$ cat config.mk
export PLATFORM = sky130hd
export DESIGN_NAME = hamming_enc_arbiter
export DESIGN_NICKNAME = d
export VERILOG_FILES = /design/src/rtl/hamming_enc_arbiter.sv
export SDC_FILE = /design/constraint.sdc
export NUM_CORES = 1
export LEC_CHECK = 0
export ABC_AREA = 1
export ABC_CLOCK_PERIOD_IN_PS = 2200
export CAP_MARGIN = 20
export CORE_ASPECT_RATIO = 1.1
export CORE_MARGIN = 4
export CORE_UTILIZATION = 43
export DETAILED_ROUTE_END_ITERATION = 16
export PLACE_DENSITY = 0.8
export SYNTH_ARGS = -nofsm -noshare
export SYNTH_HDL_FRONTEND = slang
export SYNTH_SLANG_ARGS = --single-unit
export TNS_END_PERCENT = 30
$ cat constraint.sdc
create_clock -name clk -period 2.2 [get_ports clk]
set_input_delay 0.22 -clock clk [delete_from_list [all_inputs] [get_ports clk]]
set_output_delay 0.22 -clock clk [all_outputs]
set_load 0.01 [all_outputs]
$ cat src/rtl/hamming_enc_arbiter.sv
// rtl/hamming_enc_arbiter.sv - round-robin sequencer sharing one registered 7->11 hamming encoder
module hamming_enc_arbiter #(
   parameter int NREQ = 4,
   parameter int IDW  = 2,
   parameter int CNTW = 16
) (
   input  logic              clk,
   input  logic              rst,
   input  logic [NREQ-1:0]   req_valid,
   input  logic [7*NREQ-1:0] req_data,
   output logic [NREQ-1:0]   req_ready,
   output logic [6:0]        enc_x,
   input  logic [10:0]       enc_z,
   output logic              out_valid,
   input  logic              out_ready,
   output logic [10:0]       out_code,
   output logic [IDW-1:0]    out_id,
   output logic              busy,
   output logic [CNTW-1:0]   word_count
);

   typedef enum logic [1:0] {IDLE, ENC, CAP, OUT} state_t;

   state_t          state;
   logic [IDW-1:0]  rr_ptr;
   logic [IDW-1:0]  winner;
   logic [IDW-1:0]  next_ptr;
   logic [NREQ-1:0] upper;
   logic [NREQ-1:0] upper_req;
   logic            found;
   logic [6:0]      win_data;

   function automatic logic [IDW-1:0] lowest(input logic [NREQ-1:0] v);
      logic [IDW-1:0] ii;
      lowest = '0;
      for (int i = NREQ - 1; i >= 0; i--) begin
         ii = IDW'(i);
         if (v[ii]) lowest = ii;
      end
   endfunction

   // Requests at or above rr_ptr win first; otherwise wrap to the lowest index.
   always_comb begin
      upper = '0;
      for (int i = 0; i < NREQ; i++) upper[IDW'(i)] = (IDW'(i) >= rr_ptr);
      upper_req = req_valid & upper;
      found     = |req_valid;
      winner    = (|upper_req) ? lowest(upper_req) : lowest(req_valid);
      next_ptr  = (winner == IDW'(NREQ - 1)) ? '0 : winner + IDW'(1);
      win_data  = '0;
      for (int i = 0; i < NREQ; i++)
         if (IDW'(i) == winner) win_data = req_data[7*i +: 7];
   end

   assign req_ready = (state == IDLE && !rst && found) ? (NREQ'(1) << winner) : '0;

   always_ff @(posedge clk) begin
      if (rst) begin
         state      <= IDLE;
         rr_ptr     <= '0;
         enc_x      <= '0;
         out_valid  <= 1'b0;
         out_code   <= '0;
         out_id     <= '0;
         busy       <= 1'b0;
         word_count <= '0;
      end else begin
         case (state)
            IDLE: if (found) begin
               enc_x  <= win_data;
               out_id <= winner;
               rr_ptr <= next_ptr;
               busy   <= 1'b1;
               state  <= ENC;
            end
            ENC: state <= CAP;
            CAP: begin
               out_code  <= enc_z;
               out_valid <= 1'b1;
               state     <= OUT;
            end
            OUT: if (out_ready) begin
               out_valid  <= 1'b0;
               busy       <= 1'b0;
               word_count <= word_count + CNTW'(1);
               state      <= IDLE;
            end
            default: state <= IDLE;
         endcase
      end
   end

endmodule

---- Word-level counts from Yosys, hierarchy flattened ----
Cells that the tools add are included.
cells by class
  $lt $le $gt $ge ......................... 2
  shifts and indexed selects .............. 1
  add/subtract/negate cells ............... 2
  reduce and logical (&&, ||, !) cells .... 14
  mux-type cells .......................... 22
  eq/ne operators ......................... 9
  bitwise gates (word level) .............. 1
operators by type and width
  kind                     count
  $mux W7                  4
  $mux W2                  12
  $add A16 B1 Y16 const B  1
  $pmux W2 S4              1
  $reduce_and A2 Y1        4
  $reduce_or A4 Y1         2
  $eq A2 B2 Y1 const B     3
  $and A4 B2 Y4            1
  $eq A2 B2 Y1 const A     2
  $ge A1 B2 Y1 const A     2
  $logic_not A2 Y1         2
  $mux W4                  1
  $ne A2 B2 Y1 const B     2
  $pmux W1 S2              2
  $reduce_bool A2 Y1       2
  $shl A1 B2 Y4 const A    1
  $reduce_and A3 Y1        1
  $add A2 B1 Y2 const B    1
  $eq A1 B2 Y1 const A     1
  $eq A2 B1 Y1 const B     1
  $logic_and A1 B1 Y1      2
  $mux W1                  2
  $logic_not A1 Y1         1
word-level totals
  output and inout port bits .............. 42
  logic and storage cells ................. 59
  input bits .............................. 46
  register bits ........................... 42

---- Longest topological paths before layout ----
  word-level depth ........................ 12
  depth in mapped cells ................... 12
  depth with buffers taken out ............ 11

---- Least setup slack after synthesis ----
Ideal clock, no wire load.
  kind .................................... register -> register
  start point ............................. reg rr_ptr[0]
  end point ............................... reg enc_x[0]
  path slack .............................. 0.547 ns
  buffers on the path ..................... 1
  clock period less this slack ............ 1.653 ns
  arrival ................................. 1.578 ns
  setup time .............................. 0.075 ns
  stages on the path, launching flop included .. 12
  data required time ...................... 2.125 ns
  cell sequence ........................... dfxtp_1 -> inv_1 -> a211oi_1 -> nor2_1 -> inv_1 -> ha_1 -> buf_2 -> nor2_2 -> nand2_1 -> a21oi_1 -> nand2_1 -> a31oi_1
on the way
  word-level cells in the longest chain between the ends .. 10
  elaborated cells on any way between the ends .. 15
  those cells by class .................... order compare (2); eq/ne (3); mux (7); bitwise (1); reduce/logical (2)
RTL lines
  what                      RTL line  RTL
  start: declaration        25        logic [IDW-1:0] rr_ptr;
  start signal: assignment  72        rr_ptr <= next_ptr;
  $ge A1 B2 Y1              45        for (int i = 0; i < NREQ; i++) upper[IDW'(i)] = (IDW'(i) >= rr_ptr);
  $and A4 B2 Y4 (*)         46        upper_req = req_valid & upper;
  $mux W2 (2 in series)     38        if (v[ii]) lowest = ii;
  $mux W2 (*)               48        winner = (|upper_req) ? lowest(upper_req) : lowest(req_valid);
  net winner[0]             26        logic [IDW-1:0] winner;
  $logic_not A2 Y1          52        if (IDW'(i) == winner) win_data = req_data[7*i +: 7];
  $mux W7 (3 in series)     52
  $mux W7 (*)               52
  end signal: assignment    70        enc_x <= win_data;
  end: declaration          12        output logic [6:0] enc_x,
The timed path passes the listed nets; every way through them passes the cells marked *.
A chain may end at the register's enable or synchronous reset.

---- Worst setup path after layout ----
  start point ............................. in req_valid[1]
  end point ............................... out req_ready[0]
on the way
  word-level cells in the longest chain between the ends .. 6
  elaborated cells on any way between the ends .. 11
  those cells by class .................... shift (1); mux (6); bitwise (1); reduce/logical (3)
RTL lines
  what                   RTL line  RTL
  start: declaration     9         input logic [NREQ-1:0] req_valid,
  $and A4 B2 Y4          46
  $mux W2 (2 in series)  38
  $mux W2                48
  $shl A1 B2 Y4          55        assign req_ready = (state == IDLE && !rst && found) ? (NREQ'(1) << winner) : '0;
  $mux W4 (*)            55
  end: declaration       11        output logic [NREQ-1:0] req_ready,
Mark *: on every way between the ends. The rest lies on a longest branch, timed or not.

==> flow_metrics.py <==
metrics = {
    "status": {
        "status": "complete, no violations",
    },
    "sta": {
        "final.setup.tns_ns": 0,
        "worstMarginPinSlew_ns": 0.447,
        "final-setup-viol-count": 0,
        "clock-skew-final_ns": 0.00245,
        "min_period_ns": 2.14,
        "max_freq_ghz": 0.467,
        "relSlewSlack_pct": 70.2,
        "grt_setup_unrepaired": "true",
        "fin_crit_sh_pct": 97.3,
        "drv_slew": 0,
        "fin_hold_ws_ns": 0.465,
        "hold_viol": 0,
    },
    "floorplan": {
        "boundaryPins": 88,
        "initial_core_util_pct": 45.2,
        "die_width_um": 75.2,
        "coreArea_um2": 4720,
        "die_area_um2": 6150,
        "rows": 26,
        "die_h_um": 81.9,
    },
    "global_routing": {
        "grt_pass1_vias": 2142,
        "overflow": 0,
        "antenna_found_initial": 0,
        "grt_pass1_wl_mm": 9.43,
        "grt_usage_pct": 19.2,
        "grt_max_degree": 28,
    },
    "power_and_ir_drop": {
        "powerDensity_nw_per_um2": 797,
        "power.leakage_nw": 1.34,
        "fin_total_pwr_w": 0.00257,
        "vdd_drop_max_mv": 0.622,
    },
    "setup_path": {
        "crit_required_ns": 1.98,
        "crit_chain": "clkdlybuf4s50_1 > inv_1 > a211oi_2 > nor2_2 > buf_4 > buf_4 > ha_1 > inv_1 > nor2_1 > dlygate4sd2_1",
        "worst-setup-path-type": "in2out",
        "crit_path_max_fanout": 4,
        "path_buf_inv": 6,
        "end_kind": "output pin",
        "crit_family": "buffers and inverters",
        "cp-start-kind": "input port",
        "cp.arrival_ns": 1.92,
        "slowest_stage": "clkdlybuf4s50_1",
        "reg2reg_slack_ns": 0.40,
        "cpPeakStageDelay_ns": 0.50,
    },
    "synthesis": {
        "ys_warn_count": 0,
        "synth_fa_ha_area_share_pct": 4.69,
        "synth.yosys.seq_area_share_pct": 39.4,
        "synthXorXnorAreaFrac_pct": 0,
        "syn_nets": 362,
        "muxShareOfSynthArea_pct": 0,
        "synthesis.instances": 308,
        "syn-mean-instance-area_um2": 6.93,
        "ys_top_cells_by_area": "dfxtp_1, nor2_1, nand2_1, inv_1, a21oi_1",
        "synth_compound_area_share_pct": 15.2,
        "synth-seq-cells": 42,
        "yosys.area_share.simple_pct": 31.1,
        "synth_top_family_by_area": "simple AND/OR/NAND/NOR gates",
        "yosys.area.top_type": "dfxtp_1",
        "synth_top_area_share_pct": 39.4,
        "syn_area_um2": 2130,
        "synth.distinct_cells": 26,
    },
    "flow_run": {
        "cap_viol_max_count": 0,
    },
    "place": {
        "gp_congestion": 0.814,
        "place_area_um2": 3110,
        "dp_hpwl_mm": 4.38,
        "port-buffer-count": 87,
    },
    "finish": {
        "area_delta_synth_final_pct": 51.3,
        "final_common_cell": "clkdlybuf4s50_1",
        "post-route-util_pct": 68.4,
        "drive_gt1_share_pct": 9.85,
        "final_nets": 460,
        "n_antenna_cell": 0,
        "fin_area_um2": 3230,
        "mostFrequentLayoutCells": "clkdlybuf4s50_1, nor2_1, nand2_1, dfxtp_1, inv_1",
        "fillers": 419,
    },
    "clock_network": {
        "cts_buffers": 5,
        "cts_tree": "yes",
        "ctsHoldBuffers": 0,
        "clock_path_buffers": 2,
        "numClockSinks": 42,
        "clk_pin_slew_worst_paths_ns": 0.08,
        "clk_latency_ns": 0.28,
        "h-tree-depth": 2,
        "root_buffer": "clkbuf_8",
    },
    "route": {
        "first_pass_iters": 4,
        "drc": 0,
        "viasPerCell": 4.89,
        "wl_per_cell_um": 12.2,
        "routed_wirelength_mm": 5.62,
        "final_antenna_net_count": 0,
        "via_count": 2258,
        "first_iter_violations": 54,
    },
    "hold_path": {
        "worst_hold_path_type": "reg2reg",
    },
}
[synth_stat cells]
master / count
buf_2: 6
nand4_1: 4
a31oi_1: 7
nand3_1: 14
inv_1: 39
nand4_4: 1
nand2_1: 48
nor3b_2: 2
nor2_4: 3
nor2_2: 3
nor2_1: 64
nor3b_1: 1
a21oi_1: 28
clkbuf_1: 2
o21ai_0: 22
a211oi_1: 2
dfxtp_1: 42
inv_2: 1
nor3_1: 2
buf_4: 1
nand2_2: 2
ha_1: 8
o21a_1: 2
nand3_2: 2
buf_1: 1
clkbuf_2: 1
[worst register-to-register path, stage by stage (launching register included)]
cell and delay, ns:
dfxtp_1 0.32, inv_1 0.07, a211oi_2 0.07, nor2_2 0.17, buf_4 0.15, buf_4 0.09, ha_1 0.14, inv_1 0.06
nor2_2 0.23, nand2_1 0.09, a21oi_1 0.14, nand2_1 0.07, a31oi_1 0.13
[metrics by stage]
| step | setup WS [ns] | std cells |
|---|---|---|
| 3_5_place_dp | -0.194 | 452 |
| 2_1_floorplan | 0.547 | 308 |
| 3_3_place_gp | -0.121 | 452 |
| 4_1_cts | -0.0212 | 460 |
| 5_1_grt | -0.0391 | 462 |
| 6_report | 0.0594 | 462 |
[metal layers]
layer	track usage (%)	wire [um]	vias up
met5	0	0	-
met4	6.47	86	0
met3	4.41	239	8
met2	34.2	2890	46
met1	22.4	2400	1024
li1	-	-	1180
[path summary, 6_finish.rpt]
| path | depth (start not counted) | end | from |
|---|---|---|---|
| setup / recovery | 10 | req_ready[0] | req_valid[1] |
| hold / removal | 2 | word_count[7] | word_count[7] |
| setup reg to reg | 12 | enc_x[3] | rr_ptr[0] |
| hold reg to reg | 2 | word_count[7] | word_count[7] |
[report_power, final]
part           total, W  switching (W)  internal, W
registers       0.00101      0.0000860     0.000928
clock network  0.000461       0.000242     0.000219
logic           0.00110       0.000559     0.000540
total           0.00257       0.000887      0.00169
[registers in the layout, summed over array words and instances, names as in the netlist]
| name | cells |
|---|---|
| busy | 1 |
| word_count | 16 |
| rr_ptr | 2 |
| enc_x | 7 |
| out_valid | 1 |
| state | 2 |
| out_code | 11 |
| out_id | 2 |
[cell type report]
type	instances	area (um2)	area share [%]
tap	56	70.1	2.17
sequential	42	841	26.0
inverter	40	150	4.65
timing repair buffer	102	985	30.5
clock buffer	7	76.3	2.36
multi-input combinational	215	1110	34.3
[cells by family (layout without fill, tap and decap cells)]
group	Yosys count	after routing
flops	42	42
simple gates	146	146
buf+inv	51	149
fa+ha+maj	8	8
compound gates	61	61
[timing repair]
| action | CTS | global route |
|---|---|---|
| setup buffers | 1 | 2 |
| pin swaps | 1 | 1 |
| resized for setup | 6 | 5 |
| setup endpoints to repair | 4 | 1 |
(Power assumes the default switching activity.)
==> RTL edit 1: new RTL, same flow settings <==
Set the parameter `IDW` to 4 (it was 2).
--- a/src/rtl/hamming_enc_arbiter.sv
+++ b/src/rtl/hamming_enc_arbiter.sv
@@ -2,5 +2,5 @@
 module hamming_enc_arbiter #(
    parameter int NREQ = 4,
-   parameter int IDW  = 2,
+   parameter int IDW  = 4,
    parameter int CNTW = 16
 ) (
Interface: changed (resized out_id); port bits go from 88 to 90. The function was not compared with the original's and may differ.
==> RTL edit 1 against the unedited design <==
- routed wire length up 3.6%
- total power is 25% higher
- synthesized cell count up 1.3%
- area after synthesis is 2.0% higher
- design area up 1.4%
- via count increased by 3.2%
- worst setup slack improved by 0.078 ns
- sequential cell count stayed put
==> RTL edit 1: results (changes against the unedited design) <==
| Metric | Value |
|---|---|
| Final Skew | `0.00550 ns (+0.00305 ns)` |
| Final WL | `5820 µm (+3.6%)` |
| Number of library cell types mapped by synthesis | `29 (+12%)` |
| Largest net degree at the start of global routing | `34 (+21%)` |
| Number of global-route vias before repair | `2225 (+3.9%)` |
| WL per Instance | `12.5 µm (+3.0%)` |
| Hold Crit Depth | `1 (-1)` |
| Reg2reg end | `enc_x[6]` |
| Clk slew on worst S/H paths | `0.08 ns (about the same)` |
| Synth area leaders | `dfxtp_1 39%, nand2_1 9.5%, a21oi_1 8.7%, nor2_1 8.6%, inv_1 6.0%` |
| Layout cells sized above 1 | `0.100 (+0.00172)` |
| Filler cells | `423 (+0.95%)` |
| Reg2reg start | `rr_ptr[1]` |
| H-tree depth | `2 (unchanged)` |
| Gr usage total | `0.191 (-0.000859)` |
| Ys Warns | `0 (unchanged)` |
| First-pass GRT wire length | `9340 µm (-1.0%)` |
| Placed Cells | `457 (+1.1%)` |
| CP Data Arrival Time | `1.84 ns (-0.08 ns)` |
| Seq/Total Area, Yosys | `0.386 (-0.00771)` |
| Outcome | `completed` |
| Synth async-reset ratio | `0 (unchanged)` |
| Post-CTS Setup Bufs | `0 (-1)` |
| Crit path max-delay family | `buffers and inverters` |
| Pre-CTS setup slack | `-0.206 ns (-0.0118 ns)` |
| Mapped Cells | `312 (+1.3%)` |
| Drt pass-1 iters | `4 (unchanged)` |
| GPL Wtd Cong | `0.840 (+3.2%)` |
| Hold path start | `busy` |
| CTS Buffer Depth | `2 (unchanged)` |
| Num CTS Buffers | `5 (unchanged)` |
| Synth cell count leaders | `55 x nand2_1, 50 x nor2_1, 42 x dfxtp_1` |
| Peak supply drop | `0.537 mV (-14%)` |
| Detailed placement HPWL | `4590 µm (+4.7%)` |
| Critical Path Slowest Stage Cell | `clkdlybuf4s50_1` |
| DP Area | `3160 µm² (+1.4%)` |
| Grt ovf | `0 (unchanged)` |
| Vias | `2331 (+3.2%)` |
| Worst R2R Setup Slack | `0.23 ns (-0.17 ns)` |
| Critical path's largest stage delay | `0.42 ns (-0.08 ns)` |
| R2R cell count | `12 (unchanged)` |
| Clock insertion delay at the later pin of the skew report | `0.29 ns` |
| Leakage Power | `1.41 nW (+5.2%)` |
| Port Buffers | `87 (unchanged)` |
| N_diodes | `0 (unchanged)` |
| Hold path endpoint | `busy` |
| Biggest regs | `word_count (16), out_code (11), enc_x (7)` |
| Starting DRT DRC Count | `58 (+7.4%)` |
[RTL edit 1: cell count changes after synthesis, sizes merged, moves of 3 or more]
| cell | delta |
|---|---|
| nor2 | -15 |
| a21oi | +10 |
| nand2 | +8 |
| nor3 | +3 |
| o211ai | +7 |
| o21ai | +3 |
| nand3 | -5 |
| buf | +3 |
| inv | -3 |
| a31oi | -7 |
[RTL edit 1: repair_timing]
action | 4_1_cts | 5_1_grt
hold buffers | 0 | 0
resized for setup | 3 | 6
endpoints found under the setup margin | 4 | 5
gates cloned | 0 | 0
[RTL edit 1: cell families (layout without fill, tap and decap cells)]
group,count (synthesis),count (layout),share of synthesized area
other,1,2,0.00172
AND/OR/NAND/NOR,137,137,0.288
adder cells (fa/ha/maj),8,8,0.0460
flip-flops,42,42,0.386
buffers and inverters,51,147,0.0983
XOR/XNOR,1,1,0.00403
AO/OA/AOI/OAI,72,72,0.176
[RTL edit 1: power breakdown]
group          internal (W)  switching [W]  leakage [nW]  total (W)
clock network      0.000339       0.000259        0.0514   0.000598
registers          0.000966       0.000109         0.344    0.00107
logic              0.000743       0.000792          1.01    0.00154
total               0.00205        0.00116          1.41    0.00321
[RTL edit 1: worst register-to-register path, cell delays in order (launching register included)]
cell	delay (ns)
dfxtp_1	0.39
nand2_1	0.09
a21oi_1	0.18
nand3_1	0.12
nand2_2	0.12
inv_1	0.08
ha_1	0.21
buf_4	0.17
nor2_4	0.18
nand2_1	0.08
nand2_1	0.06
o211ai_1	0.08
a21oi_1	0.13
[RTL edit 1: per-layer routing]
layer  GRT usage  wire, µm  vias up
met2       0.355      2900       88
met5           0         0        -
li1            -         -     1195
met1       0.190      2260     1044
met4      0.0524        47        0
met3      0.0835       605        4
[RTL edit 1: layout make-up]
cell class	instances	area (µm²)	share of cell area
Clock inverter	2	37.5	0.0115
Timing Repair Buffer	101	975	0.298
Multi-Input combinational cell	220	1130	0.347
Clock buffer	6	72.6	0.0222
Sequential cell	42	841	0.257
Tap cell	56	70.1	0.0214
Inverter	38	144	0.0439
[RTL edit 1: worst max path at each step]
stage                 start           end  slack (ns)  depth (start not counted)
6_report       req_valid[1]  req_ready[2]        0.14                         10
3_5_place_dp   req_valid[1]  req_ready[3]       -0.21                         11
2_1_floorplan     rr_ptr[1]      enc_x[0]        0.45                         12
3_3_place_gp   req_valid[1]  req_ready[3]       -0.12                         11
4_1_cts        req_valid[1]  req_ready[1]       -0.18                         11
5_1_grt           rr_ptr[1]  req_ready[2]        0.01                          8
[RTL edit 1: through the flow]
step	utilization	hold WS, ns	TNS, ns
after detailed placement	0.660	0.474	-1.54
after global placement	0.660	0.469	-0.854
after floorplan	-	0.355	0
after global routing	0.685	0.502	0
after CTS	0.683	0.494	-0.223
final	0.685	0.485	0
==> RTL edit 2: new RTL, same settings <==
Made on the original files. Encoding of `state_t`: now one-hot (4 bits for 4 states).
--- a/src/rtl/hamming_enc_arbiter.sv
+++ b/src/rtl/hamming_enc_arbiter.sv
@@ -20,5 +20,5 @@
 );
 
-   typedef enum logic [1:0] {IDLE, ENC, CAP, OUT} state_t;
+   typedef enum logic [3:0] {IDLE = 4'b0001, ENC = 4'b0010, CAP = 4'b0100, OUT = 4'b1000} state_t;
 
    state_t          state;
Behaviour: same outputs for any inputs over 10 cycles, from zero or initial values and one cycle with rst high; not proved beyond that.
==> RTL edit 2 against the unedited design <==
- area after synthesis shrank 0.23%
- critical path depth did not move
- design area decreased by 1.6%
- worst setup slack better by 0.14 ns
- worst hold slack got worse by 0.0015 ns
- sequential cell count grew 2
- global-route usage rose by 1.2 points
- via count decreased by 2.6%
- routed wire length increased by 4.9%
- count of clock-buffer cells in the layout fell by 1
Power is not compared: it rests on default switching activity, and its combinational part moved more than twofold at a synthesized area within 25%.
==> RTL edit 2: results (changes against the unedited design) <==
| Metric | Value |
|---|---|
| Outcome | `completed` |
| Mapped Nets | `352 (-2.8%)` |
| DRT met1 WL | `2500 µm (+4.1%)` |
| Metal2 WL | `2900 µm (+0.42%)` |
| Pre-CTS setup slack | `-0.118 ns (+0.0769 ns)` |
| Total power | `0.00188 W` |
| Starting DRT DRC Count | `84 (+56%)` |
| Number of library cell types mapped by synthesis | `29 (+12%)` |
| Filler cells | `415 (-0.95%)` |
| Largest net degree at the start of global routing | `36 (+29%)` |
| R2R cell count | `10 (-2)` |
| Layout cells sized above 1 | `0.0911 (-0.00738)` |
| Final WL | `5890 µm (+4.9%)` |
| DP Area | `3090 µm² (-0.76%)` |
| Port Buffers | `87 (unchanged)` |
| Final net count | `445 (-3.3%)` |
| Met3 global-route usage | `0.0428 (-0.00122)` |
| Final Skew | `0.00497 ns (+0.00252 ns)` |
| Synth area leaders | `dfxtp_1 41%, nor2_1 11%, nand2_1 8.3%, a21oi_1 7.5%, inv_1 4.8%` |
| Detailed placement HPWL | `4530 µm (+3.3%)` |
| Worst R2R Setup Slack | `0.51 ns (+0.11 ns)` |
| Seq/Total Area, Yosys | `0.414 (+0.0197)` |
| Grt met1 use | `0.237 (+0.0125)` |
| Hold path start | `out_valid` |
| Slew headroom | `0.658 (-0.0437)` |
| Mapped Cells | `301 (-2.3%)` |
| Placed Cells | `443 (-2.0%)` |
## RTL edit 2: changes by cell type after synthesis, sizes merged, moves of 4 or more
cell    before  now
a21oi       28   32
a31oi        7    0
nand3       16   11
inv         40   32
o21ai       22   26
o211ai       0    8
## RTL edit 2: area by class of cell
cell class | count | area share
Clock inverter | 2 | 0.00315
Tap cell | 56 | 0.0221
Multi-Input combinational cell | 213 | 0.336
Clock buffer | 6 | 0.0260
Timing Repair Buffer | 97 | 0.296
Sequential cell | 44 | 0.277
Inverter | 33 | 0.0390
## RTL edit 2: metrics by stage
stage | utilization | TNS [ns] | hold slack, ns
after floorplan | - | 0 | 0.369
after global placement | 0.654 | -0.00240 | 0.447
after detailed placement | 0.654 | -0.359 | 0.452
after CTS | 0.673 | 0 | 0.464
after global routing | 0.673 | 0 | 0.493
final | 0.673 | 0 | 0.463
## RTL edit 2: critical path: cells and delay by family
kind	cells	cell delay, ns
buffers and inverters	5	0.97
and+or+nand+nor	3	0.24
adders and majority gates	1	0.22
AOI/OAI and AO/OA	1	0.13
## RTL edit 2: logic make-up after synthesis
kind of cell | count (synthesis) | synth area share
buf+inv | 44 | 0.0852
flops | 44 | 0.414
simple gates | 136 | 0.282
fa+ha+maj | 5 | 0.0294
xor+xnor | 1 | 0.00412
compound gates | 71 | 0.185
## RTL edit 2: how the worst max path moves through the flow
stage	start	end	slack, ns
after floorplan	req_valid[1]	enc_x[3]	0.62
after global placement	req_valid[3]	req_ready[3]	-0.002
after detailed placement	req_valid[3]	req_ready[3]	-0.12
after CTS	req_valid[3]	req_ready[2]	0.19
after global routing	req_valid[0]	req_ready[2]	0.08
final	req_valid[3]	req_ready[2]	0.20
